## src/rtl/upsample_2x.sv

```systemverilog
// upsample_2x: 2x2 nearest-neighbour upsampler on a ready/valid pixel stream.
// Define UPSAMPLE_2X_LAST_EN to add data_out_last marking the final pixel of each frame.
module upsample_2x #(
    parameter int DATA_W   = 16,
    parameter int OUT_COLS = 32,
    parameter int OUT_ROWS = 32
) (
    input  logic              CLK,
    input  logic              RESET,
    input  logic              data_in_valid,
    input  logic [DATA_W-1:0] data_in_data,
    output logic              data_in_ready,
    output logic              data_out_valid,
    output logic [DATA_W-1:0] data_out_data,
`ifdef UPSAMPLE_2X_LAST_EN
    output logic              data_out_last,
`endif
    input  logic              data_out_ready
);
    localparam int XW = $clog2(OUT_COLS);
    localparam int YW = $clog2(OUT_ROWS);
    localparam logic [XW-1:0] X_LAST = XW'(OUT_COLS - 1);
    localparam logic [YW-1:0] Y_LAST = YW'(OUT_ROWS - 1);

    logic [XW-1:0]     x;
    logic [YW-1:0]     y;
    logic [DATA_W-1:0] hold;
    logic [DATA_W-1:0] linebuf [OUT_COLS/2];
    logic              pass;
    logic              adv;

    // Pass-through slot: even column of a fill row forwards the input straight out.
    assign pass = ~y[0] & ~x[0];
    // adv excludes RESET so that RESET only ever reaches flops through their async pin.
    assign adv  = pass ? (data_in_valid & data_out_ready) : data_out_ready;

    always_comb begin
        data_out_valid = RESET ? 1'b0 : (pass ? data_in_valid : 1'b1);
        data_in_ready  = ~RESET & pass & data_in_valid & data_out_ready;
        data_out_data  = pass ? data_in_data : (y[0] ? linebuf[x[XW-1:1]] : hold);
    end

`ifdef UPSAMPLE_2X_LAST_EN
    assign data_out_last = data_out_valid & (x == X_LAST) & (y == Y_LAST);
`endif

    always_ff @(posedge CLK or posedge RESET) begin
        if (RESET) begin
            x    <= '0;
            y    <= '0;
            hold <= '0;
        end else if (adv) begin
            x    <= x + 1'b1;
            y    <= (x == X_LAST) ? ((y == Y_LAST) ? '0 : y + 1'b1) : y;
            hold <= pass ? data_in_data : hold;
        end
    end

    always_ff @(posedge CLK)
        if (adv && pass)
            linebuf[x[XW-1:1]] <= data_in_data;
endmodule

```

## config.mk

```make
export PLATFORM = sky130hd
export DESIGN_NAME = upsample_2x
export DESIGN_NICKNAME = d
export VERILOG_FILES = /design/src/rtl/upsample_2x.sv
export SDC_FILE = /design/constraint.sdc
export NUM_CORES = 1
export LEC_CHECK = 0
export BUFFER_PORTS_ARGS = -buffer_cell sky130_fd_sc_hd__buf_4
export CAP_MARGIN = 15
export CORE_MARGIN = 1.5
export CORE_UTILIZATION = 35
export CTS_BUF_LIST = sky130_fd_sc_hd__clkbuf_8
export DETAILED_ROUTE_END_ITERATION = 8
export PLACE_DENSITY = 0.59
export SYNTH_ARGS = -nofsm -noshare
export SYNTH_HDL_FRONTEND = slang
export SYNTH_SLANG_ARGS = --single-unit
```

## constraint.sdc

```tcl
create_clock -name CLK -period 3.1 [get_ports CLK]
set_input_delay 0.31 -clock CLK [delete_from_list [all_inputs] [get_ports CLK]]
set_output_delay 0.31 -clock CLK [all_outputs]
set_load 0.1 [all_outputs]
```

# Yosys cells after proc, flatten, opt, wreduce, memory -nomap -nowiden

Memory sizes are Yosys's and may differ from the RTL's.
Index checks and enable logic that the tools add are counted.

Mux-type cells: 8
Reduce and logical (&&, ||, !) cells: 3
Magnitude comparators: 0
Eq/ne operators: 2
Divide/modulo/power cells: 0
Bitwise logic cells: 8
Shifts and indexed selects: 0
Multiply operators: 0
Add/sub/neg operators: 2

Operators with widths:

| kind                                                          | number |
|---|---|
| 16-bit 2-to-1 mux                                             | 2 |
| 5-bit by 1-bit adder with 5-bit output, second input constant | 2 |
| 5-bit equality test, second input constant                    | 2 |
| 1-bit AND                                                     | 5 |
| 1-bit 2-to-1 mux                                              | 5 |
| 5-bit 2-to-1 mux                                              | 1 |
| 2-bit AND reduction                                           | 2 |
| 1-bit inverter                                                | 3 |
| 1-bit logical AND                                             | 1 |

Bits in latches: 0
Memories kept: 1
Output and inout port bits: 18
Register bits after elaboration: 26
Bits in read-only memories: 0
Memory bits (writable): 256
Logic and storage cells: 27

Memory list:

| name    | words | bits a word | read ports | clocked after Yosys merged registers in | write ports | line | source |
|---|---|---|---|---|---|---|---|
| linebuf | 16    | 16          | 1          | 0                                       | 1           | 28   | `logic [DATA_W-1:0] linebuf [OUT_COLS/2];` |

# Depth between registers and ports, before layout

Gate-level depths: netlist (run 1).

Depth in word-level cells: 6
Mapped depth: 8
Depth with buffers taken out: 7

# Worst setup path before layout (run 1)

Ideal clock, no wire load.

Path kind: flip-flop to output port
Start: register x[0]
End: output data_in_ready
Setup slack: -1.004 ns
Data arrival time: 3.794 ns
Stages on the path, launching flop included: 5
Path through: dfrtp_1 -> buf_2 -> buf_2 -> buf_2 -> nor4_1

Cells in the longest elaborated chain, start to end: 5

Ends and longest elaborated chain:

| item                    | line | source |
|---|---|---|
| start, declared         | 25   | `logic [XW-1:0] x;` |
| start signal, assigned  | 53   | `x <= x + 1'b1;` |
| 1-bit inverter          | 33   | `assign pass = ~y[0] & ~x[0];` |
| 1-bit AND               | 33   |  |
| 1-bit AND (3 in series) | 39   | `data_in_ready = ~RESET & pass & data_in_valid & data_out_ready;` |
| end, declared           | 12   | `output logic data_in_ready,` |

No other way between the ends.

# Worst setup path in the final report (run 1)

Start: register x[1]
End: output data_out_data[5]

Cells in the longest elaborated chain, start to end: 3

Ends and longest elaborated chain:

| item                            | line | source |
|---|---|---|
| memory read 16 x 16 bit         | n/a  |  |
| 16-bit 2-to-1 mux (2 in series) | 40   | `data_out_data = pass ? data_in_data : (y[0] ? linebuf[x[XW-1:1]] : hold);` |
| end, declared                   | 14   | `output logic [DATA_W-1:0] data_out_data,` |

No other way between the ends.

==> metrics.yaml, run 1 <==
status: "complete, no violations"
reg2reg_depth: 8
cts-root-buf: "clkbuf_8"
reg2reg_to: "y[2]"
worstPathRequired_ns: 2.79
diodes: 0
layout-drive-gt1-share: 0.3542
cts_tree: "built"
hold_depth: 1
min_from: "data_in_data[8]"
hp-class: "primary input to register"
clock.fmax_ghz: 0.3345
grt.total_usage: 0.1542
start_util: 0.3560
synth.avg_cell_area_um2: 20.90
synthArstFlopShare: 0.09220
syn_area_um2: 11260
dp.cells: 991
slowest_delay_ns: 0.56
cp_slowest_cell: "dfrtp_4"
drcViolationCount: 0
syn-num-nets: 563
syn_to_final_growth_pct: 17.84
ys_seq_area_frac: 0.7403
crit_path_frequent_cell: "buf_4"
grt.overflow.total: 0
grt_pass1_wl_um: 37590
stdcell_count: 1074
numCtsBuffers: 44
num_rows: 65
dp_hpwl_um: 15530
fin_nets: 664
die_h_um: 182.4
fin_worst_skew_ns: 0.01530
min_period_ns: 2.990
setup_viol: 0
clk_latency_ns: 0.55
fin_tns_setup_ns: 0
worst_setup_path_end_kind: "output port"
setup_ws_ns: 0.1101
grt_start_max_net_pins: 39
wl_per_cell_um: 23.16
timing.final.crit_share: 0.9645
first_global_vias: 6084
port_buffers: 37
cp_top_family: "buffers and inverters"
drtPass1Iterations: 5
core_um2: 31640
clock_path_buffers: 3
dr_total_vias: 5685
start_kind: "register"
clk_pin_slew_ns: 0.06
leakagePower_nw: 4.536
synthCells: 539
max_slew_margin: 0.5749
antenna_found_initial: 0
worst_pin_slew_ns: 0.6367
ir_drop_mv: 0.9789
mostFrequentLayoutCell: "edfxtp_1"
h-tree-depth: 2
cp_max_fo: 10
hold_viol_final: 0
rr_startpoint: "x[0]"
ys_types: 34
pre_cts_slack_ns: 0.3277
fp.dieW_um: 182.4
drt_iter0_markers: 325
routed_via_density: 5.293
synth-seq-cells: 282
crit_type: "register to output port"
layout_common_cells: "edfxtp_1 (256), buf_4 (81), clkbuf_8 (47), mux4_2 (38), mux4_1 (26)"
cp.buffers_inverters: 3
cap_violations: 0
die-area_um2: 33270
powerDensity_nw_per_um2: 931.7
critPathArrivalTime_ns: 2.68
antenna_left: 0
totalWireLength_um: 24870
r2r_setup_slack_ns: 0.96
cts.sinks: 282
min_to: "linebuf[3][8]"
synth-main-ff-cell: "edfxtp_1"
crit_path_cell_trace: "buf_8 -> buf_4 -> mux4_2 -> mux2i_1 -> a221oi_1 -> buf_4"
yosysWarnings: 0
gp_congestion: 0.7661
rsz0062_at_grt: "no"
synth_edf_count: 256
slew_violations: 0
ios: 38
## stage by stage
| step | hold slack, ns | total power, W | util | instance area [um^2] |
|---|---|---|---|---|
| 6_report | 0.07788 | 0.01237 | 0.4195 | 13270 |
| 5_1_grt | 0.06282 | 0.01290 | 0.4195 | 13270 |
| 4_1_cts | 0.04376 | 0.01251 | 0.4195 | 13270 |
| 3_5_place_dp | 0.3856 | 0.009369 | 0.3904 | 12350 |
| 3_3_place_gp | 0.4902 | 0.009304 | 0.3896 | 12320 |
| 2_1_floorplan | 0.3500 | 0.008205 | - | 11330 |
## timing repair
item | in CTS | in global routing
hold buffers | 1 | 0
resized for setup | 2 | 1
endpoints found under the setup margin | 16 | 1
buffers inserted | 4 | 0
hold endpoints to repair | 9 | 0
pin swaps | 0 | 0
## layer usage
layer  GRT usage  part of all wire  vias up
met5     0.01037            0.0020        -
met4     0.05554             0.021        2
met3     0.02973             0.057       43
met2      0.2449              0.47      186
met1      0.2117              0.45     2981
li1            -                 -     2473
## state kept, by name (all words and copies together) (netlist names)
signal,cells
y,5
x,5
hold,16
linebuf,256
## power by group
part           leakage, nW  switching [W]  internal (W)
Clock                0.483        0.00137       0.00157
Sequential            2.62       0.000209       0.00442
Combinational         1.44        0.00307       0.00173
## layout make-up
cell class                 instances  area, um^2
fill                            2737       18360
sequential                       282        8346
multi-input combinational        221        2826
timing repair buffer              89       760.7
clock buffer                      47       646.9
tap                              402       503.0
clock inverter                    31       182.7
inverter                           2       7.507
## logic make-up (layout without fill, tap and decap cells)
kind of cell | count (synthesis) | count (layout) | synth area share
buffers and inverters | 36 | 169 | 0.01922
and+or+nand+nor | 60 | 60 | 0.02711
xor gates and xnor gates | 3 | 3 | 0.002333
AOI/OAI and AO/OA | 54 | 54 | 0.03588
adders and majority gates | 4 | 4 | 0.004444
muxes | 100 | 100 | 0.1707
DFF | 282 | 282 | 0.7403
## worst max path at each step
| stage | startpoint | endpoint | slack (ns) | cells past startpoint |
|---|---|---|---|---|
| after CTS | x[3] | data_out_data[6] | 0.07 | 4 |
| after global placement | x[1] | data_out_data[3] | 0.33 | 5 |
| after global routing | x[1] | data_out_data[5] | 0.03 | 6 |
| after detailed placement | x[1] | data_out_data[3] | 0.33 | 5 |
| final | x[1] | data_out_data[5] | 0.11 | 6 |
| after floorplan | x[1] | data_out_data[1] | -0.58 | 5 |
## cell usage after synthesis, types with 6 or more instances
master / number / area share
edfxtp_1: 256 / 0.68
a211oi_1: 16 / 0.011
nand2_1: 6 / 0.0020
nor2_1: 20 / 0.0067
o22ai_1: 16 / 0.0089
mux2i_1: 17 / 0.015
a221oi_1: 16 / 0.012
buf_6: 7 / 0.0070
mux4_1: 26 / 0.061
mux4_2: 38 / 0.076
nor2b_1: 16 / 0.0089
mux2_2: 19 / 0.019
dfrtp_1: 26 / 0.058
buf_2: 20 / 0.0089
(Power assumes the default switching activity.)
==> inputs of run 2 (changes only) <==
==> constraint.sdc (replaced) <==
create_clock -name CLK -period 3.1 [get_ports CLK]
set_input_delay 0.155 -clock CLK [delete_from_list [all_inputs] [get_ports CLK]]
set_output_delay 0.155 -clock CLK [all_outputs]
set_load 0.1 [all_outputs]
==> run 2 against run 1 <==
Compared with the run above:
- flip-flop and latch count did not move
- worst setup slack improved by 0.023 ns
- design area rose by 1.6%
- sequential power rose by 2%
- via count rose by 3.3%
==> metrics.yaml, run 2 (synthesis results as in run 1) <==
layout_common_cells: "edfxtp_1 (256), buf_4 (87), clkbuf_8 (51), mux4_2 (38), mux4_1 (26)"
cap_violations: 0  # unchanged
dp.cells: 997  # +0.61%
cts_tree: "built"
rsz0062_at_grt: "no"
clk_pin_slew_ns: 0.06  # about the same
ios: 38  # unchanged
h-tree-depth: 2  # unchanged
max_slew_margin: 0.2043  # -0.3705
grt_start_max_net_pins: 25  # -36%
cts_resized: 0  # -2
largest_register_ffs: 256  # unchanged
diodes: 0  # unchanged
start_util: 0.3560  # unchanged
clk_latency_ns: 0.53  # -0.02 ns
seq_area_um2: 8343  # about the same
cts.sinks: 282  # unchanged
fp.dieW_um: 182.4  # unchanged
worstPathRequired_ns: 2.94  # +0.15 ns
grt.overflow.total: 0  # unchanged
antenna_found_initial: 0  # unchanged
min_period_ns: 2.967  # -0.02260 ns
setup_viol: 0  # unchanged
routed_via_density: 5.363  # +1.3%
grt_pass1_wl_um: 38920  # +3.5%
clock_path_buffers: 3  # unchanged
die_h_um: 182.4  # unchanged
leakagePower_nw: 4.635  # +2.2%
status: "complete, no violations"
num_rows: 65  # unchanged
cts-root-buf: "clkbuf_8"
syn_to_final_growth_pct: 19.74
drtPass1Iterations: 5  # unchanged
drt_iter0_markers: 442  # +36%
ir_drop_mv: 1.755  # +79%
fin_worst_skew_ns: 0.01463  # -0.0006715 ns
worst_setup_path_end_kind: "output port"
stdcell_count: 1095  # +2.0%
numCtsBuffers: 44  # unchanged
hp-class: "primary input to register"
port_buffers: 37  # unchanged
critPathArrivalTime_ns: 2.81  # +0.13 ns
cp_max_fo: 16  # +6
slew_violations: 0  # unchanged
layout-drive-gt1-share: 0.3478  # -0.006403
hold_viol_final: 0  # unchanged
fin_tns_setup_ns: 0  # unchanged
crit_type: "register to output port"
clock.fmax_ghz: 0.3370  # +0.76%
first_global_vias: 6153  # +1.1%
gp_congestion: 0.7743  # +1.1%
start_kind: "register"
grt.total_usage: 0.1596  # +0.005339
drcViolationCount: 0  # unchanged
fillers: 2735  # -0.073%
wl_per_cell_um: 23.77  # +2.6%
powerDensity_nw_per_um2: 926.6  # -0.54%
dp_hpwl_um: 16330  # +5.1%
multi_input_area_um2: 2823  # -0.13%
core_um2: 31640  # unchanged
die-area_um2: 33270  # unchanged
dr_total_vias: 5873  # +3.3%
mostFrequentLayoutCell: "edfxtp_1"
fin_nets: 684  # +3.0%
antenna_left: 0  # unchanged
worst_pin_slew_ns: 1.193  # +0.5568 ns
totalWireLength_um: 26030  # +4.6%
timing.final.crit_share: 0.9572  # -0.007290
run 2: cell count changes in the layout (fill, tap and decap cells not counted), moves of 4 or more:
cell	previous run	this run
buf_4	81	87
clkinv_2	11	6
dlygate4sd3_1	1	18
clkbuf_8	47	51
run 2: metrics by stage:
step                      hold WS [ns]  utilization  setup slack, ns  area (um^2)  power, W
after floorplan                 0.1950            -          -0.4285        11330  0.008205
after global placement          0.3893       0.3916           0.4943        12390  0.009318
after detailed placement        0.4187       0.3916           0.4742        12390  0.009391
after CTS                       0.1381       0.4263           0.1247        13490   0.01262
after global routing            0.2239       0.4263          0.08736        13490   0.01300
final                           0.1744       0.4263           0.1327        13490   0.01250
run 2: area by class of cell:
type | count | share of cell area
clock buffers | 51 | 0.05205
inverters | 2 | 0.0005566
repair buffers | 109 | 0.06772
flip-flops and latches | 282 | 0.6186
clock inverters | 28 | 0.01447
well taps | 402 | 0.03729
multi-input cells | 221 | 0.2093
run 2: what timing repair did:
action,in CTS,in global routing
hold buffers,18,0
hold endpoints to repair,279,0
endpoints found under the setup margin,9,0
buffers inserted,1,0
run 2: per-layer routing:
layer	wire length [um]	global-route usage	up-vias	part of all wire
li1	-	-	2521	-
met1	11880	0.2330	3085	0.46
met2	12010	0.2481	222	0.46
met3	1703	0.02954	45	0.065
met4	442	0.03868	0	0.017
met5	0	0	-	0
run 2: final timing paths:
| path | slack [ns] | cells past startpoint | from | endpoint |
|---|---|---|---|---|
| min in group asynchronous | 0.42 | 3 | RESET | hold[15] |
| max in group asynchronous | 1.95 | 4 | RESET | x[0] |
| setup / recovery | 0.13 | 4 | y[0] | data_out_data[6] |
| hold / removal | 0.17 | 4 | data_in_valid | y[2] |
| setup reg to reg | 0.65 | 8 | x[1] | y[3] |
| hold reg to reg | 0.51 | 1 | hold[14] | hold[14] |
run 2: power breakdown:
| part | internal, W | switching, W |
|---|---|---|
| clock network | 0.00175 | 0.00141 |
| registers | 0.00441 | 0.000283 |
| logic | 0.00169 | 0.00295 |
run 2: critical path: stages (launching register included):
cell      delay [ns]
dfrtp_1         0.64
and2_1          1.00
a221oi_1        0.19
buf_4           0.21
buf_4           0.23
